File: src/rtl/count_direction_decoder.sv
// Recovers count direction from a sampled up/down count stream, declares lock after
// LOCK_CNT consistent steps and flags illegal jumps. Optional macro DIR_CHANGE_ERR_EN
// makes a direction change while locked raise err (strict mode).
module count_direction_decoder #(
  parameter int WIDTH    = 4,
  parameter int LOCK_CNT = 3
) (
  input  logic             clk,
  input  logic             rst,
  input  logic             valid,
  input  logic [WIDTH-1:0] d_in,
  output logic             dir,
  output logic             locked,
  output logic             hold,
  output logic             err,
  output logic [7:0]       step_cnt,
  output logic [1:0]       state_dbg,
  output logic [3:0]       run_dbg
);

  // Handshake: d_in is consumed on every rising clk edge where valid=1; there is no
  // backpressure. All outputs are registered and reflect the sample one cycle later.

  typedef enum logic [1:0] {
    EMPTY  = 2'd0,
    ACQ    = 2'd1,
    LOCKED = 2'd2
  } state_t;

  localparam logic [3:0] LOCK_RUN = 4'(LOCK_CNT);

  state_t           state, state_nxt;
  logic [WIDTH-1:0] prev, prev_nxt;
  logic [3:0]       run, run_nxt;
  logic             dir_nxt, locked_nxt, hold_nxt, err_nxt;
  logic [7:0]       step_cnt_nxt;

  logic [WIDTH-1:0] delta;
  logic             is_up, is_dn, is_hold;
  logic [7:0]       step_cnt_inc;
  logic [3:0]       run_acq;

  assign delta        = d_in - prev;
  assign is_up        = (delta == WIDTH'(1));
  assign is_dn        = !is_up && (delta == {WIDTH{1'b1}});
  assign is_hold      = (delta == '0);
  assign step_cnt_inc = (step_cnt == 8'hFF) ? 8'hFF : step_cnt + 8'd1;
  // Run length after a legal step while acquiring: extend if consistent, else restart at 1.
  assign run_acq      = ((run == 4'd0) || (dir == is_up)) ? run + 4'd1 : 4'd1;

  always_ff @(posedge clk or negedge rst) begin
    if (!rst) begin
      state    <= EMPTY;
      prev     <= '0;
      run      <= '0;
      dir      <= 1'b0;
      locked   <= 1'b0;
      hold     <= 1'b0;
      err      <= 1'b0;
      step_cnt <= '0;
    end else begin
      state    <= state_nxt;
      prev     <= prev_nxt;
      run      <= run_nxt;
      dir      <= dir_nxt;
      locked   <= locked_nxt;
      hold     <= hold_nxt;
      err      <= err_nxt;
      step_cnt <= step_cnt_nxt;
    end
  end

  always_comb begin
    state_nxt    = state;
    prev_nxt     = prev;
    run_nxt      = run;
    dir_nxt      = dir;
    locked_nxt   = locked;
    hold_nxt     = hold;
    err_nxt      = 1'b0;
    step_cnt_nxt = step_cnt;
    if (valid) begin
      prev_nxt = d_in;
      hold_nxt = 1'b0;
      case (state)
        EMPTY: begin
          state_nxt = ACQ;
          run_nxt   = '0;
        end
        ACQ: begin
          if (is_up || is_dn) begin
            dir_nxt      = is_up;
            run_nxt      = run_acq;
            step_cnt_nxt = step_cnt_inc;
            if (run_acq >= LOCK_RUN) begin
              state_nxt  = LOCKED;
              locked_nxt = 1'b1;
            end
          end else if (is_hold) begin
            hold_nxt = 1'b1;
          end else begin
            err_nxt = 1'b1;
            run_nxt = '0;
          end
        end
        LOCKED: begin
          if ((is_up || is_dn) && (is_up == dir)) begin
            step_cnt_nxt = step_cnt_inc;
            run_nxt      = (run < LOCK_RUN) ? run + 4'd1 : LOCK_RUN;
          end else if (is_up || is_dn) begin
            // Mode change by the upstream counter: re-acquire in the new direction.
            dir_nxt      = is_up;
            locked_nxt   = 1'b0;
            run_nxt      = 4'd1;
            state_nxt    = ACQ;
            step_cnt_nxt = step_cnt_inc;
`ifdef DIR_CHANGE_ERR_EN
            err_nxt      = 1'b1;
`else
            err_nxt      = 1'b0;
`endif
          end else if (is_hold) begin
            hold_nxt = 1'b1;
          end else begin
            err_nxt    = 1'b1;
            locked_nxt = 1'b0;
            run_nxt    = '0;
            state_nxt  = ACQ;
          end
        end
        default: state_nxt = EMPTY;
      endcase
    end
  end

  assign state_dbg = state;
  assign run_dbg   = run;

endmodule

File: config.mk
export PLATFORM = sky130hd
export DESIGN_NAME = count_direction_decoder
export DESIGN_NICKNAME = d
export VERILOG_FILES = /design/src/rtl/count_direction_decoder.sv
export SDC_FILE = /design/constraint.sdc
export NUM_CORES = 1
export LEC_CHECK = 0
export ABC_AREA = 1
export CORE_MARGIN = 10
export CORE_UTILIZATION = 55
export DETAILED_ROUTE_END_ITERATION = 16
export MAX_ROUTING_LAYER = met4
export PLACE_DENSITY = 0.82
export SYNTH_ARGS = -nofsm -noshare
export SYNTH_HDL_FRONTEND = slang
export SYNTH_SLANG_ARGS = --single-unit
File: constraint.sdc
create_clock -name clk -period 5.2 [get_ports clk]
set_clock_uncertainty 0.15 [all_clocks]
set_input_delay 1.04 -clock clk [delete_from_list [all_inputs] [get_ports clk]]
set_output_delay 1.04 -clock clk [all_outputs]
set_load 0.02 [all_outputs]
After elaboration in Yosys (flattened, before gate mapping)
Cells that the tools add are included.
Widths: inputs -> output; s select.
{"block": "op_classes", "mux": 35, "mul": 0, "shift": 0, "div": 0, "eq_ne": 11, "n_lt_le_gt_ge": 2, "n_reduce_logical": 15, "addsub": 3, "bitwise_logic": 0}
{"op": "$mux 4", "count": 6}
{"op": "$mux 8", "count": 3}
{"op": "$pmux 8 s2", "count": 1}
{"op": "$mux 1", "count": 14}
{"op": "$pmux 4 s3", "count": 1}
{"op": "$mux 2", "count": 5}
{"op": "$add 8x1->8 const B", "count": 1}
{"op": "$eq 8x8->1 const B", "count": 1}
{"op": "$logic_not 4->1", "count": 2}
{"op": "$pmux 1 s2", "count": 4}
{"op": "$ne 2x2->1 const B", "count": 3}
{"op": "$pmux 2 s3", "count": 1}
{"op": "$reduce_and 6->1", "count": 1}
{"op": "$reduce_and 5->1", "count": 1}
{"op": "$add 4x1->4 const B", "count": 1}
{"op": "$eq 4x1->1 const B", "count": 1}
{"op": "$eq 4x4->1 const B", "count": 1}
{"op": "$ge 4x2->1 const B", "count": 1}
{"op": "$lt 4x2->1 const B", "count": 1}
{"op": "$reduce_and 2->1", "count": 2}
{"op": "$sub 4x4->4", "count": 1}
{"op": "$ne 3x3->1 const B", "count": 1}
{"op": "$reduce_and 3->1", "count": 1}
{"op": "$reduce_bool 3->1", "count": 1}
{"op": "other kinds (8)", "count": 11}
{"block": "word_totals", "latch_bits": 0, "mem_count": 0, "out_inout_bits": 18, "ram_bits": 0, "inputBits": 7, "reg_bits": 22, "romBits": 0, "wordCells": 74}

Depth between registers and ports, before layout
{"block": "logic_depth", "depth_word": 9, "mapped_depth": 17, "mapped_depth_nobuf": 17}

Worst setup path after synthesis
Ideal clock, no wire load.
{"block": "synth_timing", "path_kind": "input port to flip-flop", "from": "in d_in[0]", "to": "reg state[0] (netlist: state_dbg[0])", "stages": 14, "arrival_ps": 2760, "required_ps": 4932, "path_slack_ps": 2172, "setup_time_ps": 118, "n_path_buf": 0, "path_cell_list": "inv_1 -> ha_1 -> fa_1 -> inv_1 -> nor2_1 -> nand3_4 -> nand2_1 -> nand2_1 -> nand2_2 -> o211ai_1 -> nand3_2 -> nand2_1 -> nand2_1 -> nand2_1"}
{"block": "synth_between", "elab_chain_cells": 8, "word_cells_on_any_way": 21, "cone_classes": "add/sub: 1; order compare: 1; eq/ne: 8; mux: 4; reduce/logical: 7"}
{"item": "from (decl)", "line": "11", "source": "input logic [WIDTH-1:0] d_in,"}
{"item": "$sub 4x4->4 (*)", "line": "43", "source": "assign delta = d_in - prev;"}
{"item": "$eq 4x1->1", "line": "44", "source": "assign is_up = (delta == WIDTH'(1));"}
{"item": "$eq 1x1->1 / $logic_not 1->1 (equally long branches)", "line": "49, 107, 45"}
{"item": "$logic_or 1x1->1 / $logic_and 1x1->1 (equally long branches)", "line": "49, 45"}
{"item": "$mux 4 / $logic_or 1x1->1 (equally long branches)"}
{"item": "$ge 4x2->1 (tied with other cells)", "line": "95", "source": "if (run_acq >= LOCK_RUN) begin"}
{"item": "$ne 2x2->1 (no line) / $mux 2 (equally long branches)"}
{"item": "$reduce_and 5->1 (no line) / $pmux 2 s3 (equally long branches)"}
{"item": "to (signal assigned)", "line": "62", "source": "state <= state_nxt;"}
{"item": "to (decl)", "line": "32", "source": "state_t state, state_nxt;"}
Every way passes the cells marked *; elsewhere a longest branch is shown, timed or not. The select of a mux whose other input is x is not followed.
A chain may end at the register's enable or synchronous reset.

Final worst setup path
{"block": "layout_timing", "from": "in d_in[0]", "to": "reg step_cnt[5]"}
{"block": "layout_between", "elab_chain_cells": 8, "word_cells_on_any_way": 11, "cone_classes": "add/sub: 1; eq/ne: 3; mux: 3; reduce/logical: 4"}
{"item": "$sub 4x4->4 (*)", "line": "43"}
{"item": "$eq 4x1->1", "line": "44"}
{"item": "$logic_not 1->1", "line": "45", "source": "assign is_dn = !is_up && (delta == {WIDTH{1'b1}});"}
{"item": "$logic_and 1x1->1", "line": "45"}
{"item": "$logic_or 1x1->1", "line": "91, 107, 110"}
{"item": "$mux 8 / $logic_and 1x1->1 (equally long branches)"}
{"item": "$mux 8", "line": "107", "source": "if ((is_up || is_dn) && (is_up == dir)) begin"}
{"item": "$pmux 8 s2 (*)", "line": "85", "source": "case (state)"}
{"item": "to (signal assigned)", "line": "69", "source": "step_cnt <= step_cnt_nxt;"}
{"item": "to (decl)", "line": "16", "source": "output logic [7:0] step_cnt,"}
Every way passes the cells marked *; elsewhere a longest branch is shown, timed or not.

==> flow_summary.json <==
{
  "status": "complete, no violations",
  "synthDominantAreaCellType": "dfrtp_1",
  "place_congestion": 0.8799,
  "initial_utilization": 0.5614,
  "relSlewSlack": 0.3423,
  "syn-num-nets": 219,
  "synth_top_cell_area_share": 0.3618,
  "dpl_cell_area_um2": 1778,
  "cts_hold_buf": 0,
  "core_region_area_um2": 2710,
  "fin_util": 0.6644,
  "intPower_uw": 364.4,
  "yosysUniqueCellTypes": 27,
  "clkPwrFrac": 0.119,
  "die_x_um": 72.60,
  "synthTopCellsByArea": "dfrtp_1, nand2_1, ha_1, inv_1, nand3_1",
  "finalMaxSlewViolations": 0,
  "cts.sinks": 22,
  "htreeDepth": 1,
  "worst-path-max-fanout": 11,
  "post_drt_wl_per_cell_um": 11.85,
  "io_buffers": 24,
  "leakage_uw": 0.0008649,
  "grtUsageMet2": 0.1994,
  "overflow": 0,
  "timing.fmax_ghz": 0.2834,
  "period_needed_ns": 3.529,
  "timing.setup.tns_ns": 0,
  "required_ns": 5.26,
  "syn_avg_cell_area_um2": 7.569,
  "met3_usage": 0.03537,
  "fillers": 235,
  "ys_ff_latch": 22,
  "p_sw_uw": 279.9,
  "firstDrtPassIters": 4,
  "grt_use_total": 0.1264,
  "area_growth_pct": 18.34,
  "finalPower_uw": 644.4,
  "fp.dieArea_um2": 5270,
  "io_pins": 25,
  "synthCells": 201,
  "power_frac_seq": 0.378,
  "yosysWarnings": 0,
  "die_y_um": 72.60,
  "numCtsBuffers": 3,
  "hold_path.class": "flip-flop to flip-flop",
  "cts_tree": "done",
  "clock_latency_ns": 0.31,
  "swShare": 0.4344,
  "cts_resized": 0,
  "fin_area_um2": 1800,
  "vias_per_cell": 5.152,
  "cap_violations": 0,
  "worstPathArrival_ns": 3.59,
  "min_period_over_period": 0.6787,
  "clk_path_buf_depth": 2,
  "antenna_found_initial": 0,
  "worst_slew_pin_slew_ns": 0.9835,
  "worst_setup_path_start_kind": "primary input",
  "fp-row-count": 19,
  "ant_nets": 0,
  "power_frac_comb": 0.503,
  "end_kind": "flip-flop",
  "rsz0062_at_grt": "false",
  "busiest_layer": "met2",
  "max-vdd-ir-drop_v": 0.0002887,
  "critPathKind": "primary input to flip-flop",
  "hold_viol_final": 0,
  "power_density_nw_per_um2": 357.9,
  "drive_gt1_frac": 0.06637,
  "clkTransAtPathRegs_ns": 0.12,
  "diodes": 0,
  "dp_hpwl_mm": 2.360,
  "num_vias": 1324,
  "wirelength_mm": 3.046,
  "nets": 246,
  "dr.first_iter.drc_count": 77,
  "finalSetupViolCount": 0,
  "grt_pass1_wl_mm": 5.375,
  "clockRootBuffer": "clkbuf_4",
  "synth_sequential_area_ratio": 0.3618,
  "post-cts-setup-buffer-count": 0,
  "grt_max_degree": 23,
  "grt_pass1_vias": 1268,
  "drcViolationCount": 0,
  "use_met1": 0.1507,
  "netlist_area_um2": 1521
}
-- metrics by stage --
step | instances | setup WS [ns] | hold WS, ns
3_5_place_dp | 254 | 1.350 | 0.3148
3_3_place_gp | 254 | 1.456 | 0.3146
4_1_cts | 257 | 1.661 | 0.3381
2_1_floorplan | 201 | 2.172 | 0.3070
6_report | 257 | 1.671 | 0.3362
5_1_grt | 257 | 1.471 | 0.3732
-- per-layer routing --
layer  vias to the layer above  share of wire
met2                        26           0.45
met3                         5          0.065
met4                         0          0.015
met5                         -              0
li1                        699              -
met1                       594           0.47
-- kinds of logic after synthesis --
logic type | count (synthesis) | synth area share
buffers and inverters | 35 | 0.09950
adder cells (fa/ha/maj) | 11 | 0.09540
AO/OA/AOI/OAI | 22 | 0.07894
AND/OR/NAND/NOR | 107 | 0.3413
XOR/XNOR | 4 | 0.02302
flip-flops | 22 | 0.3618
-- state kept, by name, summed over array words and instances (netlist names) --
register / flops
err: 1
step_cnt: 8
state_dbg: 2
run_dbg: 4
locked: 1
prev: 4
hold: 1
dir: 1
-- Yosys cell counts --
library cell	instances
a21oi_1	1
buf_6	2
dfrtp_1	22
fa_1	1
ha_1	10
inv_1	31
inv_4	2
nand2_1	49
nand2_2	2
nand2_4	2
nand3_1	21
nand3_2	2
nand3_4	1
nand3b_1	2
nand4_1	2
nor2_1	15
nor2_2	1
nor2_4	2
nor3_1	4
nor4_1	3
o211ai_1	1
o21ai_0	15
o21ai_1	1
o22ai_1	2
o31ai_1	2
or2_1	1
xor2_1	4
-- path summary, 6_finish.rpt --
check,cells past startpoint,slack (ns),startpoint,endpoint
max in group asynchronous,1,3.19,rst,step_cnt[1]
worst max register to register,13,2.51,prev[0],step_cnt[5]
worst min-delay path,2,0.34,locked,locked
worst min register to register,2,0.34,locked,locked
worst max-delay path,15,1.67,d_in[0],step_cnt[5]
min in group asynchronous,1,1.10,rst,run_dbg[0]
-- worst max-delay path: stages --
cell and delay, ns:
clkdlybuf4s50_1 0.46, inv_1 0.05, ha_1 0.21, fa_1 0.38, xor2_1 0.23, nor3_1 0.18
nand3_1 0.15, nand2_4 0.15, inv_4 0.05, nor2_4 0.22, nand2_1 0.11, nor2_1 0.18
nand2_1 0.07, nand2_1 0.06, nand3_1 0.06
-- final cells by class --
cell class                 instances  area (µm²)  share of cell area
multi-input combinational        144       819.5              0.4552
tap                               31       38.79             0.02154
clock buffer                       3       22.52             0.01251
timing repair buffer              24       240.2              0.1334
inverter                          33       128.9             0.07158
sequential                        22       550.5              0.3058
-- power by group through the flow --
stage	clock network [µW]	registers (µW)	logic (µW)
2_1_floorplan	0	280	177
4_1_cts	81.2	243	328
6_report	76.5	244	324
3_5_place_dp	0	246	326
3_3_place_gp	0	246	323
5_1_grt	87.7	250	365
-- cell usage in the layout (no fill, tap or decap) --
cell type	synthesis	layout
nand2_2	2	2
inv_4	2	2
nor2_1	15	15
nand3b_1	2	2
a21oi_1	1	1
o31ai_1	2	2
clkdlybuf4s50_1	0	24
o21ai_1	1	1
or2_1	1	1
xor2_1	4	4
nand3_2	2	2
nand3_4	1	1
dfrtp_1	22	22
nand2_1	49	49
fa_1	1	1
ha_1	10	10
o21ai_0	15	15
nand2_4	2	2
nor3_1	4	4
nand4_1	2	2
nand3_1	21	21
nor2_4	2	2
nor4_1	3	3
o211ai_1	1	1
clkbuf_4	0	3
nor2_2	1	1
inv_1	31	31
o22ai_1	2	2
Power figures use the tool's default switching activity.
